File: config.mk
export PLATFORM = sky130hd
export DESIGN_NAME = serial_subtractor
export DESIGN_NICKNAME = d
export VERILOG_FILES = /design/src/rtl/serial_subtractor.sv
export SDC_FILE = /design/constraint.sdc
export NUM_CORES = 1
export LEC_CHECK = 0
export ABC_AREA = 1
export ABC_CLOCK_PERIOD_IN_PS = 1900
export CORE_ASPECT_RATIO = 0.5
export CORE_MARGIN = 2
export CORE_UTILIZATION = 40
export CTS_BUF_LIST = sky130_fd_sc_hd__clkbuf_2
export DETAILED_ROUTE_END_ITERATION = 7
export PLACE_DENSITY_LB_ADDON = 0.1
export SYNTH_ARGS = -nofsm -noshare
export SYNTH_HDL_FRONTEND = slang
export SYNTH_SLANG_ARGS = --single-unit
File: constraint.sdc
create_clock -name sys_clk -period 1.9 [get_ports sys_clk]
set_input_delay 0.38 -clock sys_clk [delete_from_list [all_inputs] [get_ports sys_clk]]
set_output_delay 0.38 -clock sys_clk [all_outputs]
set_load 0.02 [all_outputs]
File: src/rtl/serial_subtractor.sv
// Bit-serial full subtractor: minuend - subtrahend - borrow_in, LSB first,
// one bit per clock through a single full-subtractor cell and a borrow flop.
module serial_subtractor #(
  parameter int WIDTH = 8
) (
  input  logic             sys_clk,
  input  logic             sys_rst,
  input  logic             start,
  input  logic [WIDTH-1:0] minuend,
  input  logic [WIDTH-1:0] subtrahend,
  input  logic             borrow_in,
  output logic             busy,
  output logic             done,
  output logic [WIDTH-1:0] diff,
  output logic             borrow_out
);

  localparam int CW = $clog2(WIDTH);
  localparam logic [CW-1:0] LAST = CW'(WIDTH - 1);

  typedef enum logic {
    IDLE,
    RUN
  } state_t;

  state_t           state, state_n;
  logic [WIDTH-1:0] shift_a, shift_a_n;
  logic [WIDTH-1:0] shift_b, shift_b_n;
  logic [WIDTH-1:0] res, res_n;
  logic [WIDTH-1:0] diff_n;
  logic [CW-1:0]    cnt, cnt_n;
  logic             brw, brw_n;
  logic             bout_n;
  logic             done_n;
  logic             a, b, d, brw_next;

  always_ff @(posedge sys_clk) begin
    if (sys_rst) begin
      state      <= IDLE;
      shift_a    <= '0;
      shift_b    <= '0;
      res        <= '0;
      cnt        <= '0;
      brw        <= 1'b0;
      diff       <= '0;
      borrow_out <= 1'b0;
      done       <= 1'b0;
    end else begin
      state      <= state_n;
      shift_a    <= shift_a_n;
      shift_b    <= shift_b_n;
      res        <= res_n;
      cnt        <= cnt_n;
      brw        <= brw_n;
      diff       <= diff_n;
      borrow_out <= bout_n;
      done       <= done_n;
    end
  end

  // The one full-subtractor cell, fed from the operand LSBs.
  always_comb begin
    a        = shift_a[0];
    b        = shift_b[0];
    d        = a ^ b ^ brw;
    brw_next = (~a & b) | (~(a ^ b) & brw);
  end

  always_comb begin
    state_n   = state;
    shift_a_n = shift_a;
    shift_b_n = shift_b;
    res_n     = res;
    cnt_n     = cnt;
    brw_n     = brw;
    diff_n    = diff;
    bout_n    = borrow_out;
    done_n    = 1'b0;
    unique case (state)
      IDLE: begin
        if (start) begin
          shift_a_n = minuend;
          shift_b_n = subtrahend;
          brw_n     = borrow_in;
          cnt_n     = '0;
          state_n   = RUN;
        end
      end
      RUN: begin
        shift_a_n = shift_a >> 1;
        shift_b_n = shift_b >> 1;
        res_n     = {d, res[WIDTH-1:1]};
        brw_n     = brw_next;
        cnt_n     = cnt + CW'(1);
        if (cnt == LAST) begin
          diff_n  = {d, res[WIDTH-1:1]};
          bout_n  = brw_next;
          done_n  = 1'b1;
          state_n = IDLE;
        end
      end
      default: state_n = IDLE;
    endcase
  end

  assign busy = (state == RUN);

endmodule

==> results by group, run 1 <==
Run status
  • Status: complete, no violations

Hold path
  • Worst hold path class: reg2reg
  • Hold Crit Depth: 2
  • Worst Hold Path EP: diff[0]
  • HP Start: res[1]

Floorplan
  • Initial Util: 0.4356
  • Ports: 31
  • Core Area: roughly 3600 um^2
  • Die X: about 92 um
  • Core Rows: 15
  • Full die area: 4450 um^2
  • Die Y-Extent: slightly below 50 um

Routing
  • DR vias: roughly 1400
  • WL met2: 1350 um
  • ANT nets after route: 0
  • Drt pass-1 iters: 4
  • DR WL met3: 188 um
  • Top Layer Used: met3
  • Remaining DRCs: 0
  • Detailed-route wire length: about 3200 um
  • Mean routed wirelength per cell: roughly 11 um
  • Vias/cell: around 4.6
  • Iteration-0 DRC count of the detailed router: 47
  • Met1 Routed Length: about 1700 um

Synth
  • Xor-xnor portion of the synthesized cell area: 0
  • Compound-cell area share of the yosys netlist: 0.06090
  • Flops & latches, synth: 38
  • Seq/Total Area, Yosys: 0.4872
  • Ys async rst share: 0
  • Largest family of logic cells by synthesized area: simple AND/OR/NAND/NOR gates
  • Number of synthesized flops with an enable pin: 0
  • Top-count cell post-synth: nand2_1
  • Synth Area per Inst: 7.297 um^2
  • Post-Synth Adder-Cell Area: 0.02885
  • Top cells by instance count after synthesis: nand2_1 (67), nand3_1 (40), dfxtp_1 (38), inv_1 (22)
  • Yosys warning count: 0
  • Syn nets: roughly 240
  • Largest area contributor in the netlist: dfxtp_1
  • Post-synthesis simple-gate area fraction: 0.3173
  • Syn Inst Count: 214
  • Share of the synthesized area in the top cell type: 0.4872
  • Synth unique cells: 15
  • Top FF cell, synth: dfxtp_1
  • Mux cell area share after synthesis: 0
  • Dominant cells by area after synthesis: dfxtp_1 (49%), nand2_1 (16%), nand3_1 (13%)
  • Netlist Area Pre-Place: ~1600 um^2

Place
  • PortBufs: 30
  • RePlAce Congestion: roughly 0.74
  • Post-place instance area: around 1900 um^2
  • DP HPWL: 2092 um
  • Dpl cells: 289

STA
  • Final Slew Violations: 0
  • Period minus WS final: ~1.8 ns
  • Tcrit/Tclk final: 0.9213
  • Fmax: 0.5713 GHz
  • RSZ-0062 raised after global routing: no
  • Final hold violation count: 0
  • Clock Skew: between 0.015 and 0.02 ns
  • Least-Margin Pin Slew: between 0.3 and 0.4 ns
  • Setup TNS Final: 0 ns
  • Slew headroom: 0.7372
  • Final Setup Violations: 0

Layout
  • Design Area, Final: just under 2000 um^2
  • Area Growth Syn to Fin: 23.64%
  • Ant diodes: 0
  • Layout cell share with drive strength beyond 1: 0.06531
  • Multi-input gate area: ~640 um^2
  • Final net count: ~270
  • Storage element area: 760.7 um^2
  • Post-route insts no fill: between 200 and 300
  • Fill count: roughly 360

Worst setup path
  • RR Startpoint: busy
  • CP Capture Type: output pin
  • Max FO, Critical Path: 2
  • Crit path cell chain: clkdlybuf4s50_1
  • Critical path's slowest cell: clkdlybuf4s50_1
  • Critical path required time: between 1.5 and 2 ns
  • Kind of critical path: reg2out
  • Reg2reg end: shift_b[7]
  • Startpoint types: flop
  • Critical path's largest stage delay: 0.61 ns
  • Worst path arrival time: 1.37 ns
  • Buffers & Inverters on Critical Path: 1
  • Logic depth of the worst register-to-register path: 5
  • Largest delay share family, worst path: buffers and inverters
  • R2R Setup Slk: 0.53 ns

Clock tree
  • Clk Latency, worst-skew pair: between 0.3 and 0.4 ns
  • CTS max path bufs: 2
  • Post-CTS setup repair buffer count: 0
  • Worst-path clk slew: 0.19 ns
  • TritonCTS Buffers: 5
  • CTS sink cnt: 38
  • Htree depth: 2
  • PostCTS Resize Cnt: 0
  • CTS tree: built
  • Root Driver: clkbuf_2
  • Post-CTS Hold Buffers: 0

Power and ir drop
  • VDD IR max: ~290 uV
  • Pwr/cell area: 712.6 nW/um^2
  • Pleak: roughly 0.93 nW

Run
  • Max Cap Violations: 0

Global route
  • First-pass GRT wire length: between 5000 and 6000 um
  • Remaining Overflow, GRT: 0
  • GR Util All Layers: 0.1593
  • Largest net degree at the start of global routing: 30
  • Vias in the first global route: approximately 1200
  • Initial antenna violation count: 0
## metal layers
metal  global-route usage  vias to the layer above
li1                     -                      733
met5                    0                        -
met3              0.05564                        0
met4              0.05373                        0
met2               0.2569                       38
met1               0.2076                      599
## flip-flops by register name, indices dropped and copies added, names as in the netlist
register    flops
res             7
done            1
busy            1
brw             1
cnt             3
borrow_out      1
diff            8
shift_b         8
shift_a         8
## through the flow
| stage | util | total power [W] | setup slack, ns | hold WS (ns) |
|---|---|---|---|---|
| 2_1_floorplan | - | 0.0009862 | 0.7499 | 0.4135 |
| 3_3_place_gp | 0.5288 | 0.001052 | 0.3360 | 0.4252 |
| 3_5_place_dp | 0.5288 | 0.001055 | 0.3115 | 0.4321 |
| 4_1_cts | 0.5386 | 0.001396 | 0.1255 | 0.4617 |
| 5_1_grt | 0.5386 | 0.001463 | 0.05379 | 0.4795 |
| 6_report | 0.5386 | 0.001376 | 0.1495 | 0.4604 |
## cells by family after synthesis
logic type / count (synthesis)
adders and majority gates: 3
and+or+nand+nor: 118
DFF: 38
buffers and inverters: 36
AOI/OAI and AO/OA: 19
## layout by cell type (no fill, tap or decap)
master | netlist | layout
inv_1 | 22 | 22
clkdlybuf4s50_1 | 0 | 30
o21ai_0 | 10 | 10
a21oi_1 | 9 | 9
nand3_1 | 40 | 40
nand2_1 | 67 | 67
ha_1 | 2 | 2
clkinv_2 | 0 | 2
clkbuf_2 | 0 | 5
nor2_1 | 10 | 10
dfxtp_1 | 38 | 38
inv_2 | 2 | 2
buf_4 | 4 | 6
nor2_2 | 1 | 1
fa_1 | 1 | 1
## where the power goes
| group | switching, W | total (W) | internal (W) |
|---|---|---|---|
| logic | 0.0000984 | 0.000184 | 0.0000856 |
| clock network | 0.000257 | 0.000338 | 0.0000801 |
| registers | 0.0000195 | 0.000854 | 0.000835 |
| total | 0.000375 | 0.00138 | 0.00100 |
## layout make-up
| class | instances | area share |
|---|---|---|
| Tap cell | 51 | 0.03305 |
| Timing Repair Buffer | 36 | 0.1789 |
| Inverter | 24 | 0.04666 |
| Clock inverter | 2 | 0.005185 |
| Sequential cell | 38 | 0.3940 |
| Multi-Input combinational cell | 140 | 0.3292 |
| Clock buffer | 5 | 0.01296 |
## worst max-delay path by stage
stage          depth (start not counted)       start    endpoint  slack (ns)
2_1_floorplan                          7        busy  shift_a[1]        0.75
3_5_place_dp                           5       start  shift_b[7]        0.31
3_3_place_gp                           6     sys_rst     diff[7]        0.34
5_1_grt                                1  borrow_out  borrow_out        0.05
4_1_cts                                1  borrow_out  borrow_out        0.13
6_report                               1  borrow_out  borrow_out        0.15
No activity file was read; power rests on OpenSTA's default activity.
==> run 2: changes to the inputs <==
CORE_MARGIN = unset   (was 2)
==> run 2 against run 1 <==
Total power increased by 1.2%. Critical endpoint unchanged. Highest routed layer is now met4. Critical path depth stayed put. Hold slack got worse by 0.0017 ns. Global-route usage increased by 1.0 points. Largest power group unchanged. Register-to-register slack improved by 0.02 ns. Clock skew down 0.0045 ns. Clock power rose by 5%. Die area is 6.2% lower. Routed wire length down 3.1%.
==> results by group, run 2 (synthesis gave the netlist of run 1 again) <==
Clock tree
  • Clk Latency, worst-skew pair: 0.38 ns (was 0.37 ns)
  • PostCTS Resize Cnt: 0 (unchanged)
  • Root Driver: clkbuf_2 (unchanged)
  • Worst-path clk slew: 0.20 ns (was 0.19 ns)
  • Htree depth: 2 (unchanged)
  • Post-CTS setup repair buffer count: 0 (unchanged)
  • CTS sink cnt: 38 (unchanged)
  • CTS max path bufs: 2 (unchanged)
  • CTS tree: built (unchanged)
  • TritonCTS Buffers: 5 (unchanged)
  • Post-CTS Hold Buffers: 0 (unchanged)

Global route
  • Vias in the first global route: 1200 (was 1154)
  • Remaining Overflow, GRT: 0 (unchanged)
  • GR Util All Layers: 0.1696 (was 0.1593)
  • Initial antenna violation count: 0 (unchanged)
  • First-pass GRT wire length: 5382 um (was 5319 um)
  • Largest net degree at the start of global routing: 30 (unchanged)

STA
  • Tcrit/Tclk final: 0.9203 (was 0.9213)
  • RSZ-0062 raised after global routing: no (unchanged)
  • Least-Margin Pin Slew: 0.3738 ns (was 0.3936 ns)
  • Final Setup Violations: 0 (unchanged)
  • Fmax: 0.5719 GHz (was 0.5713 GHz)
  • Final Slew Violations: 0 (unchanged)
  • Slew headroom: 0.7504 (was 0.7372)
  • Final hold violation count: 0 (unchanged)
  • Fin worst setup slack: 0.1513 ns (was 0.1495 ns)
  • Period minus WS final: 1.749 ns (was 1.751 ns)
  • Setup TNS Final: 0 ns (unchanged)
  • Clock Skew: 0.01091 ns (was 0.01537 ns)
  • Hold Worst Slack: 0.4588 ns (was 0.4604 ns)

Layout
  • Area Growth Syn to Fin: 24.04% (was 23.64%)
  • Design Area, Final: 1937 um^2 (was 1931 um^2)
  • Top flop regs: diff (8), shift_a (8), shift_b (8) (unchanged)
  • Fill count: 355 (was 364)
  • Ant diodes: 0 (unchanged)
  • Layout cell share with drive strength beyond 1: 0.06504 (was 0.06531)
  • Most frequent cells in the layout: nand2_1 (67), nand3_1 (40), dfxtp_1 (38), clkdlybuf4s50_1 (30), inv_1 (22) (unchanged)
  • Final net count: 268 (unchanged)
  • Post-route insts no fill: 297 (was 296)
  • Most common cell after layout, fill and taps aside: nand2_1 (unchanged)

Routing
  • Iteration-0 DRC count of the detailed router: 38 (was 47)
  • Top Layer Used: met4 (was met3)
  • DR WL met3: 155 um (was 188 um)
  • Detailed-route wire length: 3117 um (was 3217 um)
  • Drt pass-1 iters: 4 (unchanged)
  • Vias/cell: 4.609 (was 4.628)
  • WL met2: 1258 um (was 1350 um)
  • Mean routed wirelength per cell: 10.49 um (was 10.87 um)
  • Remaining DRCs: 0 (unchanged)
  • ANT nets after route: 0 (unchanged)
  • Met1 Routed Length: 1669 um (was 1678 um)
  • DR vias: 1369 (was 1370)

Power and ir drop
  • Clock power frac: 0.255 (was 0.245)
  • Internal power: 0.001005 W (was 0.001000 W)
  • Pwr/cell area: 719.0 nW/um^2 (was 712.6 nW/um^2)
  • Sequential Power Share: 0.613 (was 0.621)
  • Psw: 0.0003880 W (was 0.0003754 W)
  • Switching part of the total: 0.2786 (was 0.2729)
  • Pleak: 0.9269 nW (was 0.9291 nW)
  • VDD IR max: 246.2 uV (was 291.9 uV)
  • Logic pwr share: 0.132 (was 0.134)

Place
  • RePlAce Congestion: 0.7424 (was 0.7438)
  • Post-place instance area: 1896 um^2 (unchanged)
  • Dpl cells: 289 (unchanged)
  • DP HPWL: 2052 um (was 2092 um)
  • Dpl ws: 0.3234 ns (was 0.3115 ns)
  • PortBufs: 30 (unchanged)

Floorplan
  • Core Rows: 15 (unchanged)
  • Core Area: 3585 um^2 (unchanged)
  • Ports: 31 (unchanged)
  • Die X: 90.36 um (was 92.36 um)
  • Die Y-Extent: 46.18 um (was 48.18 um)
  • Initial Util: 0.4356 (unchanged)
  • Full die area: 4173 um^2 (was 4450 um^2)

Worst setup path
  • Critical path's largest stage delay: 0.61 ns (about the same)
  • Critical path's slowest cell: clkdlybuf4s50_1 (unchanged)
  • CP Capture Type: output pin (unchanged)
  • Max FO, Critical Path: 2 (unchanged)
  • Largest delay share family, worst path: buffers and inverters (unchanged)
  • Critical path required time: 1.52 ns (about the same)
  • Logic depth of the worst register-to-register path: 7 (was 5)
  • Buffers & Inverters on Critical Path: 1 (unchanged)
  • Worst path arrival time: 1.37 ns (about the same)
  • Number of cells on the critical path: 1 (unchanged)
  • Crit path cell chain: clkdlybuf4s50_1 (unchanged)
  • Startpoint types: flop (unchanged)
  • Kind of critical path: reg2out (unchanged)

Hold path
  • Hold Crit Depth: 2 (unchanged)
  • Worst hold path class: reg2reg (unchanged)

Run status
  • Status: complete, no violations (unchanged)

Run
  • Max Cap Violations: 0 (unchanged)
[run 2: cell types whose count changed in the layout (fill, tap and decap cells not counted), sizes merged]
cell and change:
clkinvlp +1
[run 2: worst paths after layout]
check / start / to / slack, ns
min reg2reg: res[1] / diff[0] / 0.46
max: borrow_out / borrow_out / 0.15
min: res[1] / diff[0] / 0.46
max reg2reg: busy / shift_a[1] / 0.55
[run 2: through the flow]
| stage | power (W) | utilization |
|---|---|---|
| final | 0.001393 | 0.5403 |
| after floorplan | 0.0009862 | - |
| after detailed placement | 0.001055 | 0.5288 |
| after global routing | 0.001483 | 0.5403 |
| after global placement | 0.001051 | 0.5288 |
| after CTS | 0.001411 | 0.5403 |
[run 2: cell type report]
type,instances,area (um^2),share of cell area
inverter,24,90.09,0.04651
timing repair buffer,36,345.3,0.1783
sequential,38,760.7,0.3928
multi-input combinational,140,635.6,0.3282
tap,51,63.81,0.03295
clock buffer,5,25.02,0.01292
clock inverter,3,16.27,0.008398
[run 2: metal layers]
layer	GRT usage	vias to the layer above
met5	0	-
met3	0.05446	5
met2	0.2550	33
li1	-	733
met4	0.05806	0
met1	0.2322	598
[run 2: power by group through the flow]
stage	clock, W	combinational (W)	sequential (W)
floorplan	0	0.000118	0.000868
global placement	0	0.000182	0.000869
detailed placement	0	0.000185	0.000870
CTS	0.000371	0.000186	0.000854
global route	0.000412	0.000211	0.000859
finish	0.000355	0.000184	0.000853
